[src/rtl/uart_tx_serializer.sv]
// UART transmit serializer: start bit, 8 data bits LSB first, optional
// even/odd parity bit, stop bit. Every bit is held for CLKS_PER_BIT clocks.
//
// state    | meaning
// ---------+-------------------------------------------------------
// S_IDLE   | line idle at 1, waiting for TxD_start
// S_START  | driving the start bit (0)
// S_DATA   | driving data bits 0..7 from the shift register
// S_PARITY | driving the parity bit (never entered when PARITY = 0)
// S_STOP   | driving the stop bit (1)
module uart_tx_serializer #(
    parameter int CLKS_PER_BIT = 434,
    parameter int PARITY       = 0
) (
    input  logic       clk,
    input  logic       rst,
    input  logic       TxD_start,
    input  logic [7:0] TxD_data,
    output logic       TxD,
    output logic       TxD_busy
);

    localparam int BW = (CLKS_PER_BIT > 1) ? $clog2(CLKS_PER_BIT) : 1;
    localparam logic [BW-1:0] BAUD_LAST = BW'(CLKS_PER_BIT - 1);

    typedef enum logic [2:0] {
        S_IDLE   = 3'd0,
        S_START  = 3'd1,
        S_DATA   = 3'd2,
        S_PARITY = 3'd3,
        S_STOP   = 3'd4
    } state_t;

    state_t        state;
    logic [BW-1:0] baud_cnt;
    logic [2:0]    bit_idx;
    logic [7:0]    shreg;
    logic          par_bit;

    // Frame sequencer; TxD and TxD_busy are registered so they only ever
    // change on a clock edge (or asynchronously on reset).
    always_ff @(posedge clk or negedge rst) begin
        if (!rst) begin
            state    <= S_IDLE;
            baud_cnt <= '0;
            bit_idx  <= '0;
            shreg    <= '0;
            par_bit  <= 1'b0;
            TxD      <= 1'b1;
            TxD_busy <= 1'b0;
        end else begin
            case (state)
                S_IDLE: begin
                    TxD      <= 1'b1;
                    TxD_busy <= 1'b0;
                    baud_cnt <= '0;
                    bit_idx  <= '0;
                    if (TxD_start) begin
                        shreg    <= TxD_data;
                        // Parity is fixed by the byte captured here, so later
                        // TxD_data activity cannot disturb it.
                        par_bit  <= (^TxD_data) ^ (PARITY == 2);
                        state    <= S_START;
                        TxD      <= 1'b0;
                        TxD_busy <= 1'b1;
                    end
                end
                S_START: begin
                    if (baud_cnt == BAUD_LAST) begin
                        baud_cnt <= '0;
                        state    <= S_DATA;
                        TxD      <= shreg[0];
                    end else begin
                        baud_cnt <= baud_cnt + BW'(1);
                    end
                end
                S_DATA: begin
                    if (baud_cnt == BAUD_LAST) begin
                        baud_cnt <= '0;
                        shreg    <= shreg >> 1;
                        if (bit_idx == 3'd7) begin
                            bit_idx <= '0;
                            if (PARITY != 0) begin
                                state <= S_PARITY;
                                TxD   <= par_bit;
                            end else begin
                                state <= S_STOP;
                                TxD   <= 1'b1;
                            end
                        end else begin
                            bit_idx <= bit_idx + 3'd1;
                            TxD     <= shreg[1];
                        end
                    end else begin
                        baud_cnt <= baud_cnt + BW'(1);
                    end
                end
                S_PARITY: begin
                    if (baud_cnt == BAUD_LAST) begin
                        baud_cnt <= '0;
                        state    <= S_STOP;
                        TxD      <= 1'b1;
                    end else begin
                        baud_cnt <= baud_cnt + BW'(1);
                    end
                end
                S_STOP: begin
                    if (baud_cnt == BAUD_LAST) begin
                        baud_cnt <= '0;
                        state    <= S_IDLE;
                        TxD      <= 1'b1;
                        TxD_busy <= 1'b0;
                    end else begin
                        baud_cnt <= baud_cnt + BW'(1);
                    end
                end
                default: begin
                    state    <= S_IDLE;
                    baud_cnt <= '0;
                    bit_idx  <= '0;
                    TxD      <= 1'b1;
                    TxD_busy <= 1'b0;
                end
            endcase
        end
    end

endmodule

[config.mk]
export PLATFORM = sky130hd
export DESIGN_NAME = uart_tx_serializer
export DESIGN_NICKNAME = d
export VERILOG_FILES = /design/src/rtl/uart_tx_serializer.sv
export SDC_FILE = /design/constraint.sdc
export NUM_CORES = 1
export LEC_CHECK = 0
export BUFFER_PORTS_ARGS = -buffer_cell sky130_fd_sc_hd__buf_2
export CORE_MARGIN = 4
export CORE_UTILIZATION = 35
export DETAILED_ROUTE_END_ITERATION = 7
export PLACE_DENSITY = 0.66
export SETUP_SLACK_MARGIN = 0.15
export SLEW_MARGIN = 10
export SYNTH_ARGS = -nofsm -noshare
export SYNTH_HDL_FRONTEND = slang
export SYNTH_SLANG_ARGS = --single-unit
[constraint.sdc]
create_clock -name clk -period 1.25 [get_ports clk]
set_input_delay 0.0625 -clock clk [delete_from_list [all_inputs] [get_ports clk]]
set_output_delay 0.0625 -clock clk [all_outputs]
set_load 0.05 [all_outputs]
Word level (Yosys, flattened, before mapping)
Index checks and enable logic that the tools add are counted.
{"block": "classes", "addsub": 2, "mul": 0, "div_mod_pow": 0, "n_lt_le_gt_ge": 0, "n_eq_ne": 13, "shifts": 0, "n_mux": 24, "n_bitwise": 2, "n_reduce_logical": 11}
{"operator": "$mux W3", "n": 8}
{"operator": "$mux W9", "n": 2}
{"operator": "$mux W8", "n": 2}
{"operator": "$pmux W8 S2", "n": 1}
{"operator": "$pmux W3 S5", "n": 1}
{"operator": "$ne A2 B2 Y1 const B", "n": 6}
{"operator": "$add A9 B1 Y9 const B", "n": 1}
{"operator": "$eq A9 B9 Y1 const B", "n": 1}
{"operator": "$mux W1", "n": 7}
{"operator": "$eq A3 B2 Y1 const B", "n": 2}
{"operator": "$eq A3 B3 Y1 const B", "n": 2}
{"operator": "$pmux W3 S2", "n": 1}
{"operator": "$reduce_and A3 Y1", "n": 2}
{"operator": "$reduce_and A6 Y1", "n": 1}
{"operator": "$reduce_or A3 Y1", "n": 2}
{"operator": "$pmux W1 S4", "n": 1}
{"operator": "$reduce_and A2 Y1", "n": 2}
{"operator": "$reduce_or A4 Y1", "n": 1}
{"operator": "$add A3 B1 Y3 const B", "n": 1}
{"operator": "$eq A3 B1 Y1 const B", "n": 1}
{"operator": "$logic_not A3 Y1", "n": 1}
{"operator": "$pmux W1 S3", "n": 1}
{"operator": "$ne A2 B1 Y1 const B", "n": 1}
{"operator": "$not A1 Y1", "n": 2}
{"operator": "2 further kinds", "n": 2}
{"block": "word_totals", "regBits": 25, "latchBits": 0, "ramBits": 0, "mem_bits_ro": 0, "input_bits": 11, "output_inout_bits": 2, "wordCells": 58, "n_memories": 0}

Depth between registers and ports, before layout
{"block": "logic_depth", "depth_word": 4, "mapped_depth": 7, "ltp_nobuf": 6}

Worst setup path before layout
No wires, ideal clock.
{"block": "synth_timing", "kind": "register -> register", "from": "register baud_cnt[1]", "to": "register TxD", "setup_ns": 0.082, "arrival_time_ns": 1.309, "required_time_ns": 1.168, "setup_slack_ns": -0.141, "stages_incl_launch_ff": 7, "n_path_buf": 0, "synth_period_minus_slack_ns": 1.391, "path_cell_list": "dfrtp_1 inv_1 ha_1 and4b_4 nand2_2 o21ai_2 mux2_4"}
{"block": "synth_via", "elab_chain_len": 3, "elab_cells_between_ends": 5, "cone_classes": "eq/ne (4); reduce/logical (1)"}
{"item": "start: declaration", "line_no": "35", "rtl": "logic [BW-1:0] baud_cnt;"}
{"item": "start signal: assignment", "line_no": "74", "rtl": "baud_cnt <= baud_cnt + BW'(1);"}
{"item": "start signal: assignment", "line_no": "95", "rtl": "baud_cnt <= baud_cnt + BW'(1);"}
{"item": "start signal: assignment", "line_no": "104", "rtl": "baud_cnt <= baud_cnt + BW'(1);"}
{"item": "$eq A9 B9 Y1 *"}
{"item": "$ne A2 B2 Y1 (no line) or $ne A2 B1 Y1 (tied branches)"}
{"item": "$reduce_and A3 Y1 (no line) *"}
{"item": "end signal: assignment", "line_no": "72", "rtl": "TxD <= shreg[0];"}
{"item": "end signal: assignment", "line_no": "85", "rtl": "TxD <= par_bit;"}
{"item": "end signal: assignment", "line_no": "92", "rtl": "TxD <= shreg[1];"}
{"item": "end: declaration", "line_no": "19", "rtl": "output logic TxD,"}
Every way passes the cells marked *; elsewhere a longest branch is shown, timed or not.
A chain may end at the register's enable or synchronous reset.

Final worst setup path
Same ends and word-level chain as after synthesis.

==> results.yml <==
global_route:
  grtUsageTotal: 0.126
  grt_pass1_wl_um: 5110
  grt_max_degree: 26
  grt_pass1_vias: 1132
  gr-total-overflow: 0
  antenna_found_initial: 0
yosys:
  synth-edff-count: 0
  ys_seq_elements: 25
  synthFlopType: "dfrtp_1"
  synth_fp_nets: 141
  yosysSeqAreaShare: 0.461
  yosysTopAreaCellShare: 0.442
  synthDistinctLibCells: 43
  netlist_instances: 126
  yosys.area.top_type: "dfrtp_1"
  synthesis.area_um2: 1360
  synth.area.top_cells: "dfrtp_1 44%, o221a_1 5.8%, nor2_1 4.1%"
  synth.avg_cell_area_um2: 10.8
  yosys_warnings: 0
  async_flop_share: 1.00
cts:
  clock-root-buffer: "clkbuf_8"
  cts_inserted_buffers: 3
  htree_levels: 1
  cts_tree: "built"
  clkSlewWorstSetupHoldPaths_ps: 90
  cts_buffer_depth: 2
  cts.sinks: 25
  clk_latency_ps: 270
timing:
  tightest_slew_ps: 559
  setup_ws_ps: -209
  fin_skew_ps: 3.80
  rsz0062_at_grt: "true"
  clock.fmax_mhz: 685
  finalSetupViolations: 25
  maxSlewViolCount: 0
  hold_viol: 0
  max_slew_margin: 0.627
  period_minus_slack_ps: 1460
  fin_crit_sh: 1.17
routing:
  wirelength_um: 2920
  post-route-drc-count: 0
  ant_nets: 0
  first_pass_iters: 4
  vias_per_cell: 5.20
  vias: 1098
  wl_per_cell_um: 13.8
  drt_iter0_markers: 37
power:
  p_comb_frac: 0.029
  total_leakage_power_nw: 0.755
  intPower_w: 0.00105
  power_frac_seq: 0.608
  pwr-share-clk: 0.363
  switching_share: 0.209
  power_density_nw_per_um2: 721
  peakVddDrop_v: 0.000581
  switchingPower_w: 0.000277
place:
  io_buffers: 12
  post-place-ws_ps: -198
  dp_hpwl_um: 2070
  place_area_um2: 1630
  gp_congestion: 0.909
layout:
  final_common_cell: "dfrtp_1"
  final_area_um2: 1840
  drive_gt1_frac: 0.472
  final_cell_mix: "24 x dfrtp_1, 22 x buf_4, 11 x buf_2"
  synthToLayoutAreaGrowth_pct: 35.7
  n_antenna_cell: 0
  nNetsFinal: 179
setup_path:
  path_cells: "inv_2 > ha_4 > and4b_4 > nand2_4 > o21ai_4 > mux2_4"
  r2r-start: "baud_cnt[1]"
  worst-setup-path-type: "reg -> reg"
  cp_num_cells: 6
  crit_start: "baud_cnt[1]"
  cp-endpoint: "TxD"
  worstRegToRegCells: 6
  cp_num_buf_inv: 1
  cp_slowest_stage_delay_ps: 400
  cp_max_fo: 6
  crit_family: "flip-flops"
  cp.arrival_ps: 1660
  slowest_stage: "dfrtp_1"
  worstPathRequired_ps: 1450
  reg2reg_to: "TxD"
  reg2reg_slack_ps: -210
  crit_path_start_kind: "register"
  crit_path_end_kind: "register"
die:
  die_w_um: 70.3
  die_height_um: 70.3
  rows: 22
  die_area_um2: 4940
  initial_core_util: 0.366
  io_pins: 13
  fp.coreArea_um2: 3720
hold_path:
  hold_class: "in -> reg"
status:
  status: "complete, but fails checks"
  violations: "setup timing"
run:
  max-cap-violations: 0
## cell type report
cell class,count,area [um2]
Fill cell,351,1870
Inverter,4,15.0
Sequential cell,25,627
Tap cell,48,60.1
Clock buffer,4,45.0
Multi-Input combinational cell,92,822
Timing Repair Buffer,38,275
## cell usage after synthesis, types with 2 or more instances
| library cell | number |
|---|---|
| o221a_1 | 7 |
| o21ai_0 | 5 |
| xnor2_1 | 5 |
| a31oi_1 | 2 |
| or2b_1 | 7 |
| buf_6 | 2 |
| o31ai_1 | 2 |
| xor2_1 | 2 |
| ha_1 | 4 |
| inv_1 | 2 |
| nand3_1 | 5 |
| nor4_1 | 2 |
| dfrtp_1 | 24 |
| nand2_1 | 6 |
| nor2_1 | 15 |
| buf_4 | 3 |
| a21oi_1 | 3 |
| nor3_1 | 2 |
| nor2b_1 | 3 |
| inv_2 | 2 |
## layer usage
layer / vias up / track usage / routed length [um]
met2: 32 / 0.212 / 1470
met5: - / 0 / 0
met4: 0 / 0.0191 / 11
met3: 4 / 0.0374 / 156
li1: 528 / - / -
met1: 534 / 0.161 / 1280
## power groups by stage
stage,Sequential [W],Clock (W),Combinational [W]
2_1_floorplan,0.000824,0,0.00000330
3_3_place_gp,0.000824,0,0.0000369
3_5_place_dp,0.000824,0,0.0000386
4_1_cts,0.000808,0.000510,0.0000414
5_1_grt,0.000808,0.000542,0.0000466
6_report,0.000808,0.000483,0.0000391
## through the flow
step           instances  utilization  total power, W  TNS [ps]  hold slack (ps)
2_1_floorplan        126            -        0.000828     -1490             -233
3_3_place_gp         204        0.438        0.000861     -2980             88.0
3_5_place_dp         204        0.438        0.000863     -3620             91.0
4_1_cts              210        0.459         0.00136     -4280              112
5_1_grt              211        0.496         0.00140     -5780              128
6_report             211        0.496         0.00133     -3760              121
## worst min path at each step
| stage | slack [ps] | cells past startpoint | end | start |
|---|---|---|---|---|
| after CTS | 110 | 3 | shreg[2] | TxD_data[2] |
| final | 120 | 3 | TxD_busy | TxD_start |
| after detailed placement | 90 | 1 | baud_cnt[5] | rst |
| after floorplan | -230 | 0 | TxD_busy | rst |
| after global placement | 90 | 1 | baud_cnt[5] | rst |
| after global routing | 130 | 3 | shreg[2] | TxD_data[2] |
## sequential cells by signal, indices dropped and copies added (netlist names)
register and cells:
baud_cnt 9, shreg 8, bit_idx 3, state 3, TxD 1, TxD_busy 1
## worst reg2reg max path: cells and delay by family (launching register included)
family / cells / cell delay [ps]
buffers and inverters: 1 / 80
flip-flops: 1 / 400
AND/OR/NAND/NOR: 2 / 380
adder cells (fa/ha/maj): 1 / 120
multiplexers: 1 / 310
AO/OA/AOI/OAI: 1 / 100
## what timing repair did
| item | in CTS | in global routing |
|---|---|---|
| gates cloned | 1 | 0 |
| hold endpoints to repair | 24 | 0 |
| setup buffers | 0 | 1 |
| gates resized for setup | 5 | 31 |
| setup endpoints to repair | 26 | 26 |
| pin swaps | 3 | 10 |
| hold buffers | 1 | 0 |
## logic make-up after synthesis
logic type      share of synthesized area
compound gates                      0.151
simple gates                        0.243
mux                                0.0184
buf+inv                            0.0442
flops                               0.461
fa+ha+maj                          0.0368
xor+xnor                           0.0451
No activity file was read; power rests on OpenSTA's default activity.
